==> src/rtl/if_stage.sv <==
// Instruction-fetch stage: owns the PC, issues word fetches on a req/gnt/rvalid port,
// and buffers returned words with their PCs in a small queue presented to decode.
module if_stage #(
  parameter int              XLEN     = 32,
  parameter logic [XLEN-1:0] RESET_PC = '0,
  parameter int              FQ_DEPTH = 2
) (
  input  logic            clk,
  input  logic            rst,
  input  logic            stall,
  input  logic            flush,
  input  logic [XLEN-1:0] redirect_pc,
  output logic            imem_req,
  output logic [XLEN-1:0] imem_addr,
  input  logic            imem_gnt,
  input  logic            imem_rvalid,
  input  logic [XLEN-1:0] imem_rdata,
  output logic [XLEN-1:0] pc_out,
  output logic [XLEN-1:0] instr_out,
  output logic            valid_out
);

  localparam int PTR_W = $clog2(FQ_DEPTH);
  localparam int CNT_W = $clog2(FQ_DEPTH + 1);

  logic [XLEN-1:0]  fetch_pc_q, resp_pc_q;
  logic [CNT_W-1:0] outstanding_q, outstanding_d;
  logic [CNT_W-1:0] discard_q;
  logic [CNT_W-1:0] count_q, count_d;
  logic [PTR_W-1:0] rptr_q, wptr_q;
  logic [XLEN-1:0]  fq_pc_q    [FQ_DEPTH];
  logic [XLEN-1:0]  fq_instr_q [FQ_DEPTH];

  logic           empty, full, gnt_acc, drop, push, pop;
  logic [CNT_W:0] inflight;

  assign empty    = (count_q == '0);
  assign full     = (count_q == CNT_W'(FQ_DEPTH));
  // Queue slots plus owed responses never exceed the depth, so every response has room.
  assign inflight = {1'b0, count_q} + {1'b0, outstanding_q};
  assign imem_req = ~rst & ~flush & (inflight < (CNT_W+1)'(FQ_DEPTH));
  assign imem_addr = fetch_pc_q;
  assign gnt_acc  = imem_req & imem_gnt;

  assign drop      = imem_rvalid & (discard_q != '0);
  assign push      = imem_rvalid & ~drop & ~flush;
  assign valid_out = ~empty & ~flush;
  assign pop       = valid_out & ~stall;

  assign pc_out    = empty ? '0 : fq_pc_q[rptr_q];
  assign instr_out = empty ? '0 : fq_instr_q[rptr_q];

  always_comb begin
    outstanding_d = outstanding_q;
    case ({gnt_acc, imem_rvalid})
      2'b10:   outstanding_d = outstanding_q + CNT_W'(1);
      2'b01:   outstanding_d = outstanding_q - CNT_W'(1);
      default: outstanding_d = outstanding_q;
    endcase
  end

  always_comb begin
    count_d = count_q;
    case ({push, pop})
      2'b10:   count_d = count_q + CNT_W'(1);
      2'b01:   count_d = count_q - CNT_W'(1);
      default: count_d = count_q;
    endcase
  end

  always_ff @(posedge clk) begin
    if (rst) begin
      fetch_pc_q    <= RESET_PC;
      resp_pc_q     <= RESET_PC;
      outstanding_q <= '0;
      discard_q     <= '0;
      count_q       <= '0;
      rptr_q        <= '0;
      wptr_q        <= '0;
    end else begin
      outstanding_q <= outstanding_d;
      if (flush) begin
        // Everything still owed after this cycle belongs to the old stream.
        fetch_pc_q <= {redirect_pc[XLEN-1:2], 2'b00};
        resp_pc_q  <= {redirect_pc[XLEN-1:2], 2'b00};
        discard_q  <= outstanding_d;
        count_q    <= '0;
        rptr_q     <= '0;
        wptr_q     <= '0;
      end else begin
        if (gnt_acc) fetch_pc_q <= fetch_pc_q + XLEN'(4);
        if (drop)    discard_q  <= discard_q - CNT_W'(1);
        if (push) begin
          wptr_q    <= wptr_q + PTR_W'(1);
          resp_pc_q <= resp_pc_q + XLEN'(4);
        end
        if (pop) rptr_q <= rptr_q + PTR_W'(1);
        count_q <= count_d;
      end
    end
  end

  always_ff @(posedge clk) begin
    if (push) begin
      fq_pc_q[wptr_q]    <= resp_pc_q;
      fq_instr_q[wptr_q] <= imem_rdata;
    end
  end

  always_ff @(posedge clk) begin
    if (!rst) begin
      assert (!(imem_rvalid && outstanding_q == '0)) else $error("rvalid with nothing outstanding");
      assert (!(push && full && !pop)) else $error("push into full fetch queue");
      assert (imem_addr[1:0] == 2'b00) else $error("misaligned fetch address");
    end
  end

endmodule
==> config.mk <==
export PLATFORM = sky130hd
export DESIGN_NAME = if_stage
export DESIGN_NICKNAME = d
export VERILOG_FILES = /design/src/rtl/if_stage.sv
export SDC_FILE = /design/constraint.sdc
export NUM_CORES = 1
export LEC_CHECK = 0
export BUFFER_PORTS_ARGS = -buffer_cell sky130_fd_sc_hd__buf_2
export CAP_MARGIN = 20
export CORE_ASPECT_RATIO = 0.5
export CORE_UTILIZATION = 35
export DETAILED_ROUTE_END_ITERATION = 6
export PLACE_DENSITY = 0.66
export SLEW_MARGIN = 30
export SYNTH_ARGS = -nofsm -noshare
export SYNTH_HDL_FRONTEND = slang
export SYNTH_SLANG_ARGS = --single-unit
==> constraint.sdc <==
create_clock -name clk -period 5.39 [get_ports clk]
set_clock_uncertainty 0.2 [all_clocks]
set_input_delay 0.2695 -clock clk [delete_from_list [all_inputs] [get_ports clk]]
set_output_delay 0.2695 -clock clk [all_outputs]
set_load 0.1 [all_outputs]
==> reports/results.tsv <==
metric	value	unit
status	finished clean	
seq_area	0.00511	sq mm
clk_pin_slew	0.07	ns
drt-vias-per-instance	5.02	
ir_worst_vdd	0.257	mV
postSynth.topFlopCell	sky130_fd_sc_hd__edfxtp_1	
routed_length_per_instance	17.0	um
ioPinCount	168	
leakage	0.00397	uW
timing.final.setup_violations	0	
globalplace.congestion	0.857	
max-cap-violations	0	
number_of_flops_mapped_to_enable_cells_by_yosys	124	
dp_hpwl	14400	um
yosys-top-cells-area	sky130_fd_sc_hd__edfxtp_1 44%, sky130_fd_sc_hd__dfxtp_1 16%, sky130_fd_sc_hd__mux2i_1 7.4%	
yosys.area.top_type	sky130_fd_sc_hd__edfxtp_1	
via_count	6221	
max_clock_buf_depth	2	
unrepaired_setup_endpoints_after_global_routing	false	
min_to	resp_pc_q[2]$_SDFFE_PP0P_	
yosys_register_bits	193	
placeable_core_area	0.0232	sq mm
tritoncts_clock_tree	built	
drt_pass1_iterations	6	
layout.filler_cells	2114	
synthDominantCellAreaShare	0.442	
grt.total_usage	0.176	
start_util	0.363	
finish.net_count	995	
first_global_vias	6330	
clock_insertion_delay_worst_skew	0.43	ns
area_delta_synth_final	26.0	%
worst_r2r_path_depth	9	
util_after_layout	0.457	
share_of_layout_cells_above_drive_strength_1	0.230	
r2r_end	discard_q[1]$_SDFFE_PP0P_	
die_h	112	um
clock_sinks	193	
detail_route.drc_violations	0	
cts_inserted_buffers	17	
final-max-slew-violation-count	0	
most_frequent_cell_after_synthesis	sky130_fd_sc_hd__edfxtp_1	
max_slew.worst_pin.slew	0.943	ns
timing.rr.start	count_q[0]$_SDFFE_PP0P_	
antenna_diode_count	0	
ctsHtreeMaxLevel	4	
clock.fmax	276	MHz
synth.cell_area	0.00842	sq mm
yosys_warning_total	0	
min_period_over_period	0.673	
critical_path_required	5.56	ns
worstHoldPathCells	4	
grt_antenna_before_repair	0	
crit_path_start_kind	flip-flop	
die_area	0.0247	sq mm
multi_input_area	0.00310	sq mm
cp_data_arrival_time	3.80	ns
drt_iter0_drcs	581	
ant_nets	0	
hp-class	in -> reg	
reg2reg_slack	1.76	ns
post_synth_num_cell_types	48	
timing.critical_path.fanout_max	12	
hold_path_startpoint	redirect_pc[2]	
synth-async-reset-ratio	0	
timing.critical_path.to_type	flip-flop	
die_width	221	um
grt_start_max_net_pins	68	
relSlewSlack	0.371	
synthTopCellsByCount	124 x sky130_fd_sc_hd__edfxtp_1, 97 x sky130_fd_sc_hd__nor2_1, 69 x sky130_fd_sc_hd__dfxtp_1	
critical_path_class	reg -> reg	
clockRootBuffer	sky130_fd_sc_hd__clkbuf_16	
gate_count_of_the_mapped_netlist	719	
fin_tns_setup	0	ns
synth_seq_area_share	0.606	
rows	39	
global_route.overflow_total	0	
power_density	326	mW/mm^2
post-route-min-period	3.63	ns
routed_wl	21000	um
placement.io_buffers	161	
synthesis.area_per_instance	11.7	sq um
report.final.hold_viol_count	0	
grt_pass1_wl	33800	um
repair_timing:
item                      CTS  global route
gates resized for setup     0             0
hold endpoints to repair   89             0
setup buffers               0             0
hold buffers               48             0
where the power goes:
group	total [uW]	internal (uW)	switching [uW]	leakage [uW]
Sequential	1720	1650	65.9	0.00171
Clock	1200	608	595	0.000277
Combinational	535	140	395	0.00198
how the worst max path moves through the flow:
stage                                 end  cells after the start  slack [ns]               startpoint
2_1_floorplan  fq_instr_q[0][0]$_DFFE_PP_                      6        0.93                    flush
3_3_place_gp    discard_q[1]$_SDFFE_PP0P_                      9        1.84  count_q[0]$_SDFFE_PP0P_
4_1_cts         discard_q[1]$_SDFFE_PP0P_                      9        1.74  count_q[0]$_SDFFE_PP0P_
5_1_grt         discard_q[1]$_SDFFE_PP0P_                      9        1.59  count_q[0]$_SDFFE_PP0P_
3_5_place_dp    discard_q[1]$_SDFFE_PP0P_                      9        1.77  count_q[0]$_SDFFE_PP0P_
6_report        discard_q[1]$_SDFFE_PP0P_                      9        1.76  count_q[0]$_SDFFE_PP0P_
metrics by stage:
step	cell area (sq um)	worst slack [ns]	hold WS, ns	total power, uW	std cells
6_report	10600	1.76	0.0190	3460	1239
5_1_grt	10600	1.59	0.0291	3590	1239
4_1_cts	10600	1.74	0.00316	3480	1239
3_5_place_dp	9570	1.77	0.263	2260	1159
3_3_place_gp	9530	1.84	0.258	2250	1157
2_1_floorplan	8430	0.926	0.168	2130	722
worst max-delay path, stage by stage, from the launching register on:
cell and delay [ns]:
sky130_fd_sc_hd__dfxtp_1 0.46, sky130_fd_sc_hd__and2_1 0.19, sky130_fd_sc_hd__fa_1 0.48, sky130_fd_sc_hd__or3b_4 0.51, sky130_fd_sc_hd__nor2_1 0.29, sky130_fd_sc_hd__clkinv_1 0.30, sky130_fd_sc_hd__ha_1 0.40, sky130_fd_sc_hd__or3_1 0.37
sky130_fd_sc_hd__a21oi_1 0.20, sky130_fd_sc_hd__a2bb2oi_1 0.16
final cells by class:
type / count / share of cell area
sequential: 193 / 0.481
multi-input combinational: 466 / 0.292
timing repair buffer: 216 / 0.129
clock buffer: 18 / 0.0404
tap: 307 / 0.0362
clock inverter: 14 / 0.0118
inverter: 25 / 0.00884
cells by family (layout without fill, tap and decap cells):
group,count (synthesis),after routing,share of synthesized area
AO/OA/AOI/OAI,103,103,0.0795
XOR/XNOR,61,61,0.0634
adder cells (fa/ha/maj),6,6,0.00981
buffers and inverters,63,273,0.0299
flip-flops,193,193,0.606
multiplexers,62,62,0.0737
other,1,4,0.000445
AND/OR/NAND/NOR,230,230,0.137
routing by layer:
| metal | wire (um) | GRT usage | part of all wire |
|---|---|---|---|
| met1 | 9380 | 0.220 | 0.45 |
| met2 | 10100 | 0.292 | 0.48 |
| met3 | 1060 | 0.0491 | 0.050 |
| met4 | 500 | 0.0667 | 0.024 |
| met5 | 0 | 0 | 0 |
cell usage in the layout, fill, tap and decap left out, types with 2 or more instances in the layout:
| cell type | instances |
|---|---|
| sky130_fd_sc_hd__a31oi_1 | 2 |
| sky130_fd_sc_hd__nor4_1 | 7 |
| sky130_fd_sc_hd__mux2i_1 | 62 |
| sky130_fd_sc_hd__nor2_4 | 2 |
| sky130_fd_sc_hd__dfxtp_1 | 68 |
| sky130_fd_sc_hd__nor4_4 | 2 |
| sky130_fd_sc_hd__o21a_1 | 2 |
| sky130_fd_sc_hd__xor2_1 | 37 |
| sky130_fd_sc_hd__or2_2 | 2 |
| sky130_fd_sc_hd__nor3_1 | 8 |
| sky130_fd_sc_hd__inv_1 | 24 |
| sky130_fd_sc_hd__xnor2_1 | 24 |
| sky130_fd_sc_hd__inv_6 | 4 |
| sky130_fd_sc_hd__buf_4 | 5 |
| sky130_fd_sc_hd__o22ai_1 | 12 |
| sky130_fd_sc_hd__and4_1 | 2 |
| sky130_fd_sc_hd__and3_1 | 15 |
| sky130_fd_sc_hd__dlygate4sd3_1 | 48 |
| sky130_fd_sc_hd__edfxtp_1 | 124 |
| sky130_fd_sc_hd__nand4b_1 | 2 |
| sky130_fd_sc_hd__o21ai_0 | 4 |
| sky130_fd_sc_hd__inv_8 | 2 |
| sky130_fd_sc_hd__clkbuf_16 | 17 |
| sky130_fd_sc_hd__buf_2 | 161 |
| sky130_fd_sc_hd__nand4_1 | 23 |
| sky130_fd_sc_hd__a21boi_0 | 28 |
| sky130_fd_sc_hd__a21boi_1 | 2 |
| sky130_fd_sc_hd__clkinv_4 | 4 |
| sky130_fd_sc_hd__conb_1 | 4 |
| sky130_fd_sc_hd__nand2_1 | 31 |
| sky130_fd_sc_hd__and2_1 | 4 |
| sky130_fd_sc_hd__clkinv_2 | 2 |
| sky130_fd_sc_hd__nand3_1 | 24 |
| sky130_fd_sc_hd__a21oi_1 | 33 |
| sky130_fd_sc_hd__a22oi_1 | 4 |
| sky130_fd_sc_hd__nor2_1 | 95 |
| sky130_fd_sc_hd__a211oi_1 | 12 |
| sky130_fd_sc_hd__or3_1 | 3 |
| sky130_fd_sc_hd__ha_1 | 5 |
state kept, by name, indices dropped and copies added (netlist names), named ones only:
signal and cells:
count_q 2, fq_instr_q 64, imem_addr 30, outstanding_q 2, resp_pc_q 30, discard_q 2, wptr_q 1, rptr_q 1
fq_pc_q 60
Power figures use the tool's default switching activity.
